===== config.mk =====
export PLATFORM = sky130hd
export DESIGN_NAME = xif_coproc_responder
export DESIGN_NICKNAME = d
export VERILOG_FILES = /design/src/rtl/xif_coproc_responder.sv
export SDC_FILE = /design/constraint.sdc
export NUM_CORES = 1
export LEC_CHECK = 0
export ABC_AREA = 0
export BUFFER_PORTS_ARGS = -buffer_cell sky130_fd_sc_hd__buf_4
export CORE_UTILIZATION = 35
export CTS_CLUSTER_SIZE = 14
export DETAILED_ROUTE_END_ITERATION = 10
export MAX_ROUTING_LAYER = met4
export PLACE_DENSITY_LB_ADDON = 0.15
export SLEW_MARGIN = 10
export SYNTH_ARGS = -nofsm -noshare
export SYNTH_HDL_FRONTEND = slang
export SYNTH_SLANG_ARGS = --single-unit

===== constraint.sdc =====
create_clock -name clk_i -period 3.4 [get_ports clk_i]
set_clock_uncertainty 0.15 [all_clocks]
set_input_delay 0.68 -clock clk_i [delete_from_list [all_inputs] [get_ports clk_i]]
set_output_delay 0.68 -clock clk_i [all_outputs]
set_load 0.005 [all_outputs]

===== src/rtl/xif_coproc_responder.sv =====
// CV-X-IF coprocessor responder: CADD, CHAM and optional CMUL on custom-0.
// Define XIF_COPROC_MUL_EN to build the 32-cycle shift-add CMUL datapath.
module xif_coproc_responder #(
   parameter int X_ID_WIDTH = 4
) (
   input  logic                  clk_i,
   input  logic                  rst_i,
   input  logic                  x_issue_valid_i,
   output logic                  x_issue_ready_o,
   input  logic [31:0]           x_issue_instr_i,
   input  logic [X_ID_WIDTH-1:0] x_issue_id_i,
   input  logic [31:0]           x_issue_rs1_i,
   input  logic [31:0]           x_issue_rs2_i,
   input  logic [1:0]            x_issue_rs_valid_i,
   output logic                  x_issue_accept_o,
   output logic                  x_issue_writeback_o,
   input  logic                  x_commit_valid_i,
   input  logic [X_ID_WIDTH-1:0] x_commit_id_i,
   input  logic                  x_commit_kill_i,
   output logic                  x_result_valid_o,
   input  logic                  x_result_ready_i,
   output logic [X_ID_WIDTH-1:0] x_result_id_o,
   output logic [31:0]           x_result_data_o,
   output logic [4:0]            x_result_rd_o,
   output logic                  x_result_we_o
);

   typedef enum logic [1:0] {IDLE, EXEC, DONE} state_t;

   state_t                state_q;
   logic                  committed_q;
   logic [X_ID_WIDTH-1:0] id_q;
   logic [4:0]            rd_q;
   logic [31:0]           data_q;
`ifdef XIF_COPROC_MUL_EN
   logic [31:0]           ma_q;
   logic [31:0]           mb_q;
   logic [4:0]            cnt_q;
`endif

   logic        is_cx;
   logic        hit_add;
   logic        hit_mul;
   logic        hit_ham;
   logic [31:0] diff;
   logic [5:0]  ham;
   logic        issue_fire;
   logic        commit_hit;
   logic        unused_fields;

   assign is_cx = (x_issue_instr_i[6:0] == 7'b0001011) &&
                  (x_issue_instr_i[31:25] == 7'b0000000);
   assign hit_add = is_cx && (x_issue_instr_i[14:12] == 3'b000);
   assign hit_ham = is_cx && (x_issue_instr_i[14:12] == 3'b010);
`ifdef XIF_COPROC_MUL_EN
   assign hit_mul = is_cx && (x_issue_instr_i[14:12] == 3'b001);
`else
   assign hit_mul = 1'b0;
`endif
   assign unused_fields = ^x_issue_instr_i[24:15];

   assign x_issue_accept_o    = (hit_add | hit_mul | hit_ham) &&
                                (x_issue_rs_valid_i == 2'b11);
   assign x_issue_writeback_o = x_issue_accept_o;
   assign x_issue_ready_o     = ~rst_i & (state_q == IDLE);

   assign diff = x_issue_rs1_i ^ x_issue_rs2_i;
   always_comb begin
      ham = '0;
      for (int i = 0; i < 32; i++) begin
         ham = ham + {5'd0, diff[i]};
      end
   end

   assign issue_fire = x_issue_valid_i & x_issue_accept_o & (state_q == IDLE);
   // While idle the only id that can be committed is the one being issued.
   assign commit_hit = x_commit_valid_i &&
      (x_commit_id_i == ((state_q == IDLE) ? x_issue_id_i : id_q));

   always_ff @(posedge clk_i or posedge rst_i) begin
      if (rst_i) begin
         state_q     <= IDLE;
         committed_q <= 1'b0;
         id_q        <= '0;
         rd_q        <= '0;
         data_q      <= '0;
`ifdef XIF_COPROC_MUL_EN
         ma_q        <= '0;
         mb_q        <= '0;
         cnt_q       <= '0;
`endif
      end else begin
         if (state_q != IDLE && commit_hit && !x_commit_kill_i) begin
            committed_q <= 1'b1;
         end
         unique case (state_q)
            IDLE: begin
               if (issue_fire) begin
                  id_q        <= x_issue_id_i;
                  rd_q        <= x_issue_instr_i[11:7];
                  committed_q <= commit_hit & ~x_commit_kill_i;
                  if (commit_hit && x_commit_kill_i) begin
                     state_q <= IDLE;
`ifdef XIF_COPROC_MUL_EN
                  end else if (hit_mul) begin
                     ma_q    <= x_issue_rs1_i;
                     mb_q    <= x_issue_rs2_i;
                     cnt_q   <= '0;
                     data_q  <= '0;
                     state_q <= EXEC;
`endif
                  end else begin
                     data_q  <= hit_add ? x_issue_rs1_i + x_issue_rs2_i
                                        : {26'd0, ham};
                     state_q <= DONE;
                  end
               end
            end
`ifdef XIF_COPROC_MUL_EN
            EXEC: begin
               if (commit_hit && x_commit_kill_i && !committed_q) begin
                  state_q <= IDLE;
               end else begin
                  data_q <= data_q + (mb_q[0] ? ma_q : 32'd0);
                  ma_q   <= ma_q << 1;
                  mb_q   <= mb_q >> 1;
                  cnt_q  <= cnt_q + 5'd1;
                  if (cnt_q == 5'd31) begin
                     state_q <= DONE;
                  end
               end
            end
`endif
            DONE: begin
               if (commit_hit && x_commit_kill_i && !committed_q) begin
                  state_q <= IDLE;
               end else if (x_result_valid_o && x_result_ready_i) begin
                  committed_q <= 1'b0;
                  state_q     <= IDLE;
               end
            end
            default: state_q <= IDLE;
         endcase
      end
   end

   assign x_result_valid_o = (state_q == DONE) & committed_q;
   assign x_result_we_o    = x_result_valid_o;
   assign x_result_id_o    = id_q;
   assign x_result_data_o  = data_q;
   assign x_result_rd_o    = rd_q;

endmodule


Word-level counts from Yosys, hierarchy flattened
Index checks and enable logic that the tools add are counted.
{"block": "classes", "add_sub_neg": 32, "n_eq_ne": 7, "n_mux": 12, "bitwise": 10, "reduce_logical": 19}
{"cell": "$add A6 B1 Y6", "n": 26}
{"cell": "$add A32 B32 Y32", "n": 1}
{"cell": "$mux W32", "n": 1}
{"cell": "$xor A32 B32 Y32", "n": 1}
{"cell": "$logic_and A1 B1 Y1", "n": 10}
{"cell": "$mux W2", "n": 4}
{"cell": "$eq A7 B4 Y1 const B", "n": 1}
{"cell": "$logic_not A7 Y1", "n": 1}
{"cell": "$add A5 B1 Y6", "n": 1}
{"cell": "$add A4 B1 Y5", "n": 1}
{"cell": "$and A1 B1 Y1", "n": 5}
{"cell": "$add A3 B1 Y4", "n": 1}
{"cell": "$eq A2 B2 Y1 const B", "n": 2}
{"cell": "$eq A4 B4 Y1", "n": 1}
{"cell": "$mux W1", "n": 4}
{"cell": "$mux W4", "n": 1}
{"cell": "$pmux W2 S2", "n": 1}
{"cell": "$reduce_and A2 Y1", "n": 2}
{"cell": "$add A2 B1 Y3", "n": 1}
{"cell": "$eq A3 B2 Y1 const B", "n": 1}
{"cell": "$logic_not A3 Y1", "n": 1}
{"cell": "$ne A3 B3 Y1 const B", "n": 1}
{"cell": "$not A1 Y1", "n": 3}
{"cell": "$reduce_and A3 Y1", "n": 1}
{"cell": "other kinds (7)", "n": 8}
{"block": "word_totals", "regBits": 44, "in_bits": 112, "out_inout_bits": 46, "elab_cells": 85}

Logic depth before layout (Yosys ltp)
{"block": "depth", "depth_word": 33, "ltp_mapped": 19, "depth_no_buf": 19}

Worst setup path after synthesis
OpenSTA, ideal clock, no wires.
{"block": "synth_timing", "kind": "input -> register", "startpoint": "input x_issue_rs1_i[3]", "endpoint": "register data_q[4] (netlist: x_result_data_o[4])", "setup_ps": 135, "arrival_ps": 5358, "required_time_ps": 3115, "setup_slack_ps": -2243, "cell_stages": 17, "path_buffers": 0, "path_cell_list": "ha_1 -> fa_1 -> fa_1 -> inv_1 -> fa_1 -> inv_1 -> fa_1 -> fa_1 -> fa_1 -> ha_1 -> fa_1 -> a21o_1 -> a21oi_1 -> xor2_1 -> nor2_1 -> a21oi_1 -> o21ai_0"}
{"block": "synth_between", "elab_chain_cells": 31}
{"item": "from (decl)", "line_no": "12", "source": "input logic [31:0] x_issue_rs1_i,"}
{"item": "$xor A32 B32 Y32", "line_no": "67", "source": "assign diff = x_issue_rs1_i ^ x_issue_rs2_i;"}
{"item": "$add A3 B1 Y4", "line_no": "71", "source": "ham = ham + {5'd0, diff[i]};"}
{"item": "$add A4 B1 Y5", "line_no": "71"}
{"item": "$add A5 B1 Y6", "line_no": "71"}
{"item": "$add A6 B1 Y6 (26 in a row)", "line_no": "71"}
{"item": "$mux W32 *", "line_no": "113", "source": "data_q <= hit_add ? x_issue_rs1_i + x_issue_rs2_i"}
{"item": "to (signal assigned)", "line_no": "113"}
{"item": "to (decl)", "line_no": "34", "source": "logic [31:0] data_q;"}
Mark *: on every way between the ends. The rest lies on a longest branch, timed or not.
A chain may end at the register's enable or synchronous reset.

Worst setup path after layout
Ends and elaborated chain as after synthesis.

==> impl_metrics.json <==
{
  "status": "finished with violations",
  "failed_checks": "design-rule violations, negative setup slack",
  "die_y_um": 112,
  "cap_violations": 0,
  "hold-path-cell-count": 2,
  "r2r_slack_ns": 0.87,
  "grt_pass1_wl_um": 19900,
  "fin_cells": 795,
  "synth_area_um2": 4260,
  "crit_arrival_ns": 5.35,
  "report.power.total_mw": 4.89,
  "cp_num_buf_inv": 3,
  "setup_viol": 6,
  "grt_start_max_net_pins": 27,
  "fillers": 1090,
  "crit_family": "adder cells",
  "syn2layout_area_growth_pct": 47.4,
  "grt_pass1_vias": 4100,
  "p_leak_nw": 2.94,
  "max_freq_mhz": 187,
  "dieArea_um2": 12600,
  "synth_async_sr_flop_share": 1.00,
  "num_io_pins": 158,
  "required_ns": 3.41,
  "root_buffer": "clkbuf_16",
  "ys_ff_latch": 43,
  "rows": 39,
  "timing.hold.ws_ns": 0.329,
  "ys.flop_type": "dfrtp_1",
  "synth.distinct_cells": 62,
  "initial_core_util": 0.365,
  "tritoncts": "yes",
  "clockBufferDepth": 2,
  "hold_violations": 0,
  "peakVddDrop_mv": 1.30,
  "hold_path_class": "flop to flop",
  "avgSynthCellArea_um2": 9.18,
  "hold_end": "x_result_data_o[6]",
  "drt_first_pass_iters": 7,
  "dieWidth_um": 112,
  "synth.top_cell.area_share": 0.253,
  "criticalPathCategory": "input pin to flop",
  "synth.area.top_cells": "dfrtp_1 25%, fa_1 12%, ha_1 11%",
  "ys_warn_count": 0,
  "postSynthCellCount": 464,
  "synth_edf_count": 0,
  "cp_cell_sequence": "buf_4 > ha_4 > fa_1 > fa_2 > inv_2 > fa_2 > inv_2 > fa_2 > fa_1 > fa_2 > ha_4 > fa_2 > a21o_1 > a21oi_2 > xor2_1 > nor2_1 > a21oi_2 > o21ai_1",
  "grt_overflow": 0,
  "track_usage": 0.205,
  "r2r_cells": 9,
  "yosysMostFrequentCell": "nand2_1",
  "routedWlPerCell_um": 15.2,
  "synth_area_leader_cell": "dfrtp_1",
  "ant_nets": 0,
  "end_kind": "flop",
  "worstSkewPairLatency_ns": 0.28,
  "clk_pin_slew_worst_paths_ns": 0.06,
  "cts_sinks": 43,
  "slowest_stage": "fa_2",
  "rsz0062_at_grt": "yes",
  "cts_inserted_buffers": 5,
  "fin_ws_ns": -1.94,
  "vias": 3971,
  "synthTopCellsByCount": "62 x nand2_1, 43 x dfrtp_1, 40 x inv_1",
  "final_net_count": 826,
  "drt-initial-drc-count": 168,
  "powerDensity_nw_per_um2": 779,
  "port_buffers": 147,
  "critPathMaxStageDelay_ns": 0.56,
  "seq_area_frac_synth": 0.253,
  "crit_path_start_kind": "input pin",
  "timing.rr.end": "x_result_data_o[21]",
  "diodes": 0,
  "wl_um": 12100,
  "fin_crit_sh": 1.57,
  "drive_gt1_frac": 0.429,
  "drc": 17,
  "slew_headroom": 0.482,
  "syn-num-nets": 639,
  "hold_start": "x_result_data_o[6]",
  "via_per_inst": 4.99,
  "tightest_slew_ns": 0.776,
  "path_max_fanout": 2,
  "cts.htree.levels": 2,
  "cpMostUsedCell": "fa_2",
  "antenna_found_initial": 0,
  "slew_viol_final": 0,
  "design.core.area_um2": 11700,
  "dp.cells": 783,
  "min_period_ns": 5.34,
  "dp_hpwl_um": 10600,
  "gp_congestion": 0.854,
  "timing.rr.start": "state_q[1]"
}
## sequential cells by signal (all words and copies together) (netlist names)
name,cells
committed_q,1
state_q,1
x_result_id_o,4
x_result_rd_o,5
x_result_data_o,32
## through the flow
step	setup WS (ns)	utilization	TNS, ns	cell area [um2]
2_1_floorplan	-1.99	-	-9.95	4490
3_3_place_gp	-2.30	0.515	-12.07	6010
3_5_place_dp	-2.35	0.515	-12.38	6010
4_1_cts	-1.98	0.534	-10.45	6230
5_1_grt	-2.09	0.539	-10.98	6280
6_report	-1.94	0.539	-10.16	6280
## where the power goes
part	internal, mW	total (mW)	switching [mW]	leakage [nW]
sequential	0.512	0.512	0.0000413	0.601
combinational	1.95	3.92	1.97	2.28
clock	0.271	0.457	0.186	0.0669
total	2.73	4.89	2.16	2.94
## worst register-to-register path, stage by stage, from the launching register on
cell and delay, ns:
dfrtp_1 0.61, mux2i_1 0.28, xor2_1 0.16, nand3_1 0.10
nor3_1 0.22, nand2_1 0.20, nand2_4 0.23, buf_4 0.30
nand2_1 0.11, o31ai_2 0.07
## worst max path at each step
stage | to | start | depth (start not counted)
finish | x_result_data_o[4] | x_issue_rs1_i[3] | 18
CTS | x_result_data_o[4] | x_issue_rs2_i[11] | 18
global route | x_result_data_o[4] | x_issue_rs2_i[3] | 18
floorplan | x_result_data_o[4] | x_issue_rs1_i[25] | 17
detailed placement | x_result_data_o[4] | x_issue_rs1_i[27] | 18
global placement | x_result_data_o[4] | x_issue_rs2_i[27] | 18
## cell families after synthesis
logic type / count (synthesis) / share of synthesized area
flip-flops: 43 / 0.253
adder cells (fa/ha/maj): 63 / 0.229
XOR/XNOR: 37 / 0.0761
multiplexers: 15 / 0.0379
buffers and inverters: 52 / 0.0505
AO/OA/AOI/OAI: 131 / 0.210
AND/OR/NAND/NOR: 123 / 0.144
## cell type report
class	count	area, um2	share of cell area
clock buffers	6	129	0.0205
clock inverters	2	12.5	0.00199
inverters	40	158	0.0251
multi-input cells	369	3230	0.514
flip-flops and latches	43	1080	0.171
well taps	143	179	0.0285
repair buffers	192	1500	0.239
## repair_timing
| item | 4_1_cts | 5_1_grt |
|---|---|---|
| pin swaps | 24 | 13 |
| buffers inserted | 3 | 2 |
| resized for setup | 21 | 11 |
| hold buffers | 0 | 0 |
| endpoints found under the setup margin | 6 | 6 |
## placed cells by master, fill, tap and decap left out, types with 10 or more instances in the layout
master	n
ha_4	17
ha_1	21
inv_2	10
xnor2_1	24
fa_1	18
a21oi_1	31
buf_6	16
nor2_1	20
dfrtp_1	43
xor2_1	12
buf_4	176
o21ai_0	18
inv_1	27
nand2_1	62
o21ai_1	18
## metal layers
metal	wire length, um	up-vias	part of all wire	track usage
li1	-	1996	-	-
met5	0	-	0	-
met2	5740	133	0.47	0.336
met1	5560	1832	0.46	0.274
met4	129	0	0.011	0.0453
met3	680	10	0.056	0.0200
(Power assumes the default switching activity.)
